## src/rtl/uart_rxbuf.sv

```systemverilog
// -----------------------------------------------------------------------------
// uart_rxbuf
//
// Receive-side byte buffer placed directly behind the UART. Every byte the
// UART offers (rx_avail) is popped in the same cycle (rx_re = rx_avail) and
// written into a DEPTH-entry circular FIFO. The head of the FIFO is presented
// to the consumer through a valid/ready handshake. When the FIFO is full and
// nothing leaves in the same cycle, the incoming byte is discarded and the
// sticky ovf flag is set; intake never stalls, so the UART never overruns.
//
// Handshake (out_*): out_valid is a pure function of registered state (FIFO
// not empty) and never depends on out_ready. A transfer happens on a rising
// clk edge where out_valid && out_ready are both 1. While out_valid is high
// and out_ready is low, out_data holds steady.
//
// Optional build macro: UART_RXBUF_ECHO_EN
//   Defined   : each accepted byte with tx_avail == 1 at accept time is sent
//               back to the UART transmitter as a 1-cycle tx_we pulse on the
//               following cycle, with tx_data holding that byte.
//   Undefined : tx_avail is ignored, tx_we and tx_data are tied to 0.
//
// Parameters:
//   DEPTH     FIFO entries, power of two, >= 2 (default 16)
//   AW        pointer width, $clog2(DEPTH); derived, not overridden
//
// Ports:
//   clk        in   system clock
//   rst        in   synchronous active-high reset
//   rx_avail   in   UART has a byte on rx_data
//   rx_data    in   UART received byte
//   rx_re      out  pops the UART byte (follows rx_avail)
//   out_valid  out  head byte valid
//   out_ready  in   consumer accepts head byte
//   out_data   out  head byte
//   level      out  occupancy 0..DEPTH
//   full       out  level == DEPTH
//   empty      out  level == 0
//   ovf        out  sticky overflow flag
//   ovf_clr    in   clears ovf (a drop in the same cycle wins)
//   tx_avail   in   UART transmitter can accept a byte (echo build)
//   tx_we      out  UART transmit write strobe (echo build)
//   tx_data    out  UART transmit byte (echo build)
// -----------------------------------------------------------------------------
module uart_rxbuf #(
  parameter int DEPTH = 16,
  parameter int AW    = $clog2(DEPTH)
) (
  input  logic          clk,
  input  logic          rst,
  input  logic          rx_avail,
  input  logic [7:0]    rx_data,
  output logic          rx_re,
  output logic          out_valid,
  input  logic          out_ready,
  output logic [7:0]    out_data,
  output logic [AW:0]   level,
  output logic          full,
  output logic          empty,
  output logic          ovf,
  input  logic          ovf_clr,
  input  logic          tx_avail,
  output logic          tx_we,
  output logic [7:0]    tx_data
);

  localparam logic [AW:0]   LVL_FULL = (AW + 1)'(DEPTH);
  localparam logic [AW:0]   LVL_ONE  = (AW + 1)'(1);
  localparam logic [AW-1:0] PTR_ONE  = AW'(1);

  // ---------------------------------------------------------------------------
  // State
  // ---------------------------------------------------------------------------
  logic [7:0]    mem_q [DEPTH];
  logic [7:0]    mem_d [DEPTH];
  logic [AW-1:0] wp_q, wp_d;
  logic [AW-1:0] rp_q, rp_d;
  logic [AW:0]   level_q, level_d;
  logic          ovf_q, ovf_d;

  // Per-cycle events
  logic wr;    // incoming byte is stored
  logic pop;   // head byte leaves
  logic drop;  // incoming byte is discarded (full, nothing leaving)

  // ---------------------------------------------------------------------------
  // Flags and output view, all derived from registered state
  // ---------------------------------------------------------------------------
  assign full      = (level_q == LVL_FULL);
  assign empty     = (level_q == '0);
  assign level     = level_q;
  assign ovf       = ovf_q;
  assign out_valid = !empty;
  assign out_data  = mem_q[rp_q];

  // The UART is drained unconditionally, even during reset.
  assign rx_re = rx_avail;

  // ---------------------------------------------------------------------------
  // Next-state logic
  // ---------------------------------------------------------------------------
  always_comb begin
    pop  = out_valid && out_ready;
    // A pop in the same cycle frees a slot, so a full FIFO can still accept.
    wr   = rx_avail && (!full || pop);
    drop = rx_avail && full && !pop;

    mem_d = mem_q;
    wp_d  = wp_q;
    rp_d  = rp_q;

    if (wr) begin
      mem_d[wp_q] = rx_data;
      wp_d        = wp_q + PTR_ONE;  // wraps modulo DEPTH (power of two)
    end

    if (pop) begin
      rp_d = rp_q + PTR_ONE;
    end

    unique case ({wr, pop})
      2'b10:   level_d = level_q + LVL_ONE;
      2'b01:   level_d = level_q - LVL_ONE;
      default: level_d = level_q;
    endcase

    // Set has priority over clear so a drop is never lost.
    if (drop) begin
      ovf_d = 1'b1;
    end else if (ovf_clr) begin
      ovf_d = 1'b0;
    end else begin
      ovf_d = ovf_q;
    end
  end

  // ---------------------------------------------------------------------------
  // Registers
  // ---------------------------------------------------------------------------
  always_ff @(posedge clk) begin
    if (rst) begin
      wp_q    <= '0;
      rp_q    <= '0;
      level_q <= '0;
      ovf_q   <= 1'b0;
    end else begin
      wp_q    <= wp_d;
      rp_q    <= rp_d;
      level_q <= level_d;
      ovf_q   <= ovf_d;
    end
  end

  // Storage needs no reset: contents are only visible through level/rp.
  always_ff @(posedge clk) begin
    mem_q <= mem_d;
  end

  // ---------------------------------------------------------------------------
  // Echo path
  // ---------------------------------------------------------------------------
`ifdef UART_RXBUF_ECHO_EN
  logic       tx_we_q, tx_we_d;
  logic [7:0] tx_data_q, tx_data_d;

  always_comb begin
    // Only stored bytes are echoed, and only if the transmitter is free at
    // accept time; there is no retry.
    if (wr && tx_avail) begin
      tx_we_d   = 1'b1;
      tx_data_d = rx_data;
    end else begin
      tx_we_d   = 1'b0;
      tx_data_d = tx_data_q;
    end
  end

  always_ff @(posedge clk) begin
    if (rst) begin
      tx_we_q   <= 1'b0;
      tx_data_q <= 8'h00;
    end else begin
      tx_we_q   <= tx_we_d;
      tx_data_q <= tx_data_d;
    end
  end

  assign tx_we   = tx_we_q;
  assign tx_data = tx_data_q;
`else
  logic unused_tx_avail;
  assign unused_tx_avail = tx_avail;
  assign tx_we           = 1'b0;
  assign tx_data         = 8'h00;
`endif

endmodule

```

## config.mk

```make
export PLATFORM = sky130hd
export DESIGN_NAME = uart_rxbuf
export DESIGN_NICKNAME = d
export VERILOG_FILES = /design/src/rtl/uart_rxbuf.sv
export SDC_FILE = /design/constraint.sdc
export NUM_CORES = 1
export LEC_CHECK = 0
export BUFFER_PORTS_ARGS = -buffer_cell sky130_fd_sc_hd__buf_2
export CORE_MARGIN = 10
export CORE_UTILIZATION = 40
export DETAILED_ROUTE_END_ITERATION = 6
export GPL_TIMING_DRIVEN = 0
export PLACE_DENSITY_LB_ADDON = 0.1
export SLEW_MARGIN = 30
export SYNTH_ARGS = -nofsm -noshare
export SYNTH_HDL_FRONTEND = slang
export SYNTH_SLANG_ARGS = --single-unit
```

## constraint.sdc

```tcl
create_clock -name clk -period 4.1 [get_ports clk]
set_input_delay 0.41 -clock clk [delete_from_list [all_inputs] [get_ports clk]]
set_output_delay 0.41 -clock clk [all_outputs]
set_load 0.02 [all_outputs]
```

==> impl_metrics.ini <==
[outcome]
status = finished clean

[critical_path]
worst-path-max-fanout = 8
cp-end-kind = flop
crit_path_top_delay_cell = or4_4
required_ns = 4.40
crit_chain = or4_4 -> buf_6 -> o31a_4 -> clkinv_4 -> ha_1 -> ha_1 -> a21o_1 -> a21oi_1 -> mux2i_1 -> mux2_2
cp.arrival_ns = 3.45
path_buf_inv = 2
startpoint_type = flop
critical_path_class = reg2reg
crit_top_cell = ha_1
slowest_delay_ns = 0.57
crit_family = compound AO/OA/AOI/OAI gates

[yosys]
synth_commonest_cells = 128 x edfxtp_1, 35 x mux2i_1, 27 x nor2_1, 16 x a221oi_1, 16 x mux4_2
syn_area_um2 = 5880
synth-seq-cells = 142
synthFlopType = edfxtp_1
synthArstFlopShare = 0
syn_inst = 353
yosysMostFrequentCell = edfxtp_1
synthTopCellsByArea = edfxtp_1 65%, mux4_2 6.1%, mux2i_1 6.0%
synth_top_area_cell = edfxtp_1
seq_area_frac_synth = 0.702
yosysTopAreaCellShare = 0.654
synth.distinct_cells = 39
synth.avg_cell_area_um2 = 16.6
synth_edf_count = 128
synth_warnings = 0

[pwr]
swShare = 0.266
p_per_area_nw_per_um2 = 583
irDropWorstVdd_mv = 0.279
p_int_mw = 2.96
clkPwrFrac = 0.387
leakage_nw = 2.41
p_switching_mw = 1.07
combPwrFrac = 0.200
seqPwrFrac = 0.413

[min_path]
hold_path.class = in2reg

[grt]
grtUsageTotal = 0.131
grt_overflow_total = 0
grt_pass1_wl_mm = 19.1
grt_pass1_vias = 3122
antenna_found_initial = 0
grt_max_degree = 17

[drt]
antenna_left = 0
drc_errors = 0
via_per_inst = 5.15
wl_mm = 12.7
wl_per_cell_um = 21.0
num_vias = 3115
drt_iter0_markers = 185
drtPass1Iterations = 5

[floorplanning]
initial_core_util = 0.406
die_w_um = 141
num_rows = 44
coreArea_um2 = 14500
die_y_um = 141
ios = 41
die-area_um2 = 19900

[sta]
timing.fmax_mhz = 318
fin_tns_setup_ns = 0
fin_crit_sh = 0.768
setup-violations-final = 0
fin_skew_ns = 0.00382
worst_pin_slew_ns = 0.942
finalWorstPathRequiredPeriod_ns = 3.15
relSlewSlack = 0.369
finalHoldViolCount = 0
slew_viol_final = 0
whs_ns = 0.248
rsz0062_at_grt = no

[layout]
num_antenna_cells = 0
drive_gt1_frac = 0.264
final_util = 0.478
syn_to_final_growth_pct = 17.6
nNetsFinal = 434

[clocking]
post_cts_buffers = 0
clk_latency_ns = 0.41
path_clk_slew_ns = 0.05
cts_tree = built
clock_path_buffers = 2
h-tree-depth = 4
cts-resized-gates = 0
postCtsHoldBufs = 0
cts_sinks = 142
cts_buffers = 17
root_buffer = clkbuf_16

[placement]
place_congestion = 0.741
io_buffers = 30
hpwlAfterDp_mm = 8.55

[job]
maxCapViolations = 0
layout make-up:
class	count	area, µm²
plain buffers	29	166
clock buffers	17	425
inverters	7	31.3
multi-input cells	183	1610
clock inverters	13	174
flip-flops and latches	142	4120
repair buffers	30	150
fillers	1285	7560
well taps	184	230
power by group through the flow:
| stage | Combinational, mW | Sequential (mW) | Clock (mW) |
|---|---|---|---|
| 2_1_floorplan | 0.562 | 1.71 | 0 |
| 3_3_place_gp | 0.811 | 1.69 | 0 |
| 3_5_place_dp | 0.819 | 1.70 | 0 |
| 4_1_cts | 0.821 | 1.67 | 1.58 |
| 5_1_grt | 0.878 | 1.67 | 1.65 |
| 6_report | 0.806 | 1.66 | 1.56 |
worst reg2reg max path, cell delays in order (launching register included):
cell and delay, ns:
dfxtp_1 0.37, or4_4 0.57, buf_6 0.16, o31a_4 0.32, clkinv_4 0.07, ha_1 0.28
ha_1 0.32, a21o_1 0.20, a21oi_1 0.19, mux2i_1 0.23, mux2_2 0.34
layout by cell type (no fill, tap or decap), types with 4 or more instances in the layout:
| cell | synthesis | routed |
|---|---|---|
| edfxtp_1 | 128 | 128 |
| clkinv_2 | 0 | 4 |
| a22oi_1 | 8 | 8 |
| mux4_2 | 16 | 16 |
| o21ai_0 | 8 | 8 |
| nand2_1 | 14 | 14 |
| buf_4 | 10 | 10 |
| mux2i_1 | 35 | 35 |
| clkinvlp_4 | 0 | 4 |
| inv_1 | 5 | 5 |
| clkbuf_1 | 8 | 8 |
| buf_2 | 10 | 40 |
| ha_1 | 9 | 9 |
| a221oi_1 | 16 | 16 |
| xor2_1 | 5 | 5 |
| a21oi_1 | 5 | 5 |
| clkbuf_16 | 0 | 17 |
| dfxtp_1 | 14 | 14 |
| nor2_1 | 27 | 24 |
| bufinv_16 | 0 | 4 |
| nor3_2 | 0 | 4 |
| conb_1 | 1 | 9 |
metrics by stage:
stage / instances / setup slack [ns] / power (mW) / area [µm²]
after CTS: 605 / 0.928 / 4.07 / 6910
after global placement: 575 / 0.963 / 2.51 / 6290
after detailed placement: 575 / 0.971 / 2.51 / 6310
final: 605 / 0.952 / 4.03 / 6910
after floorplan: 361 / 1.10 / 2.27 / 5910
after global routing: 605 / 0.758 / 4.20 / 6910
kinds of logic (layout without fill, tap and decap cells):
family                     after synthesis  count (layout)  synth area share
muxes                                   52              52             0.123
xor gates and xnor gates                 8               8            0.0119
buffers and inverters                   36              96            0.0336
adders and majority gates               10              10            0.0226
AOI/OAI and AO/OA                       47              47            0.0637
other                                    1               9          0.000638
DFF                                    142             142             0.702
and+or+nand+nor                         57              57            0.0430
metal layers:
metal	vias up	part of all wire	track usage	wire, µm
li1	1469	-	-	-
met1	1572	0.46	0.175	5830
met2	60	0.48	0.199	6130
met3	14	0.043	0.0359	548
met4	0	0.014	0.0505	173
met5	-	0	0	0
worst paths after layout:
kind             from       end  slack, ns  depth (start not counted)
max          level[0]  level[4]       0.95                         10
min               rst   wp_q[1]       0.25                          2
max reg2reg  level[0]  level[4]       0.95                         10
min reg2reg  level[3]  level[3]       0.52                          2
flip-flops by register name (all words and copies together) (netlist names):
signal and count:
mem_q 128, level 5, rp_q 4, wp_q 4
ovf 1
(Power assumes the default switching activity.)
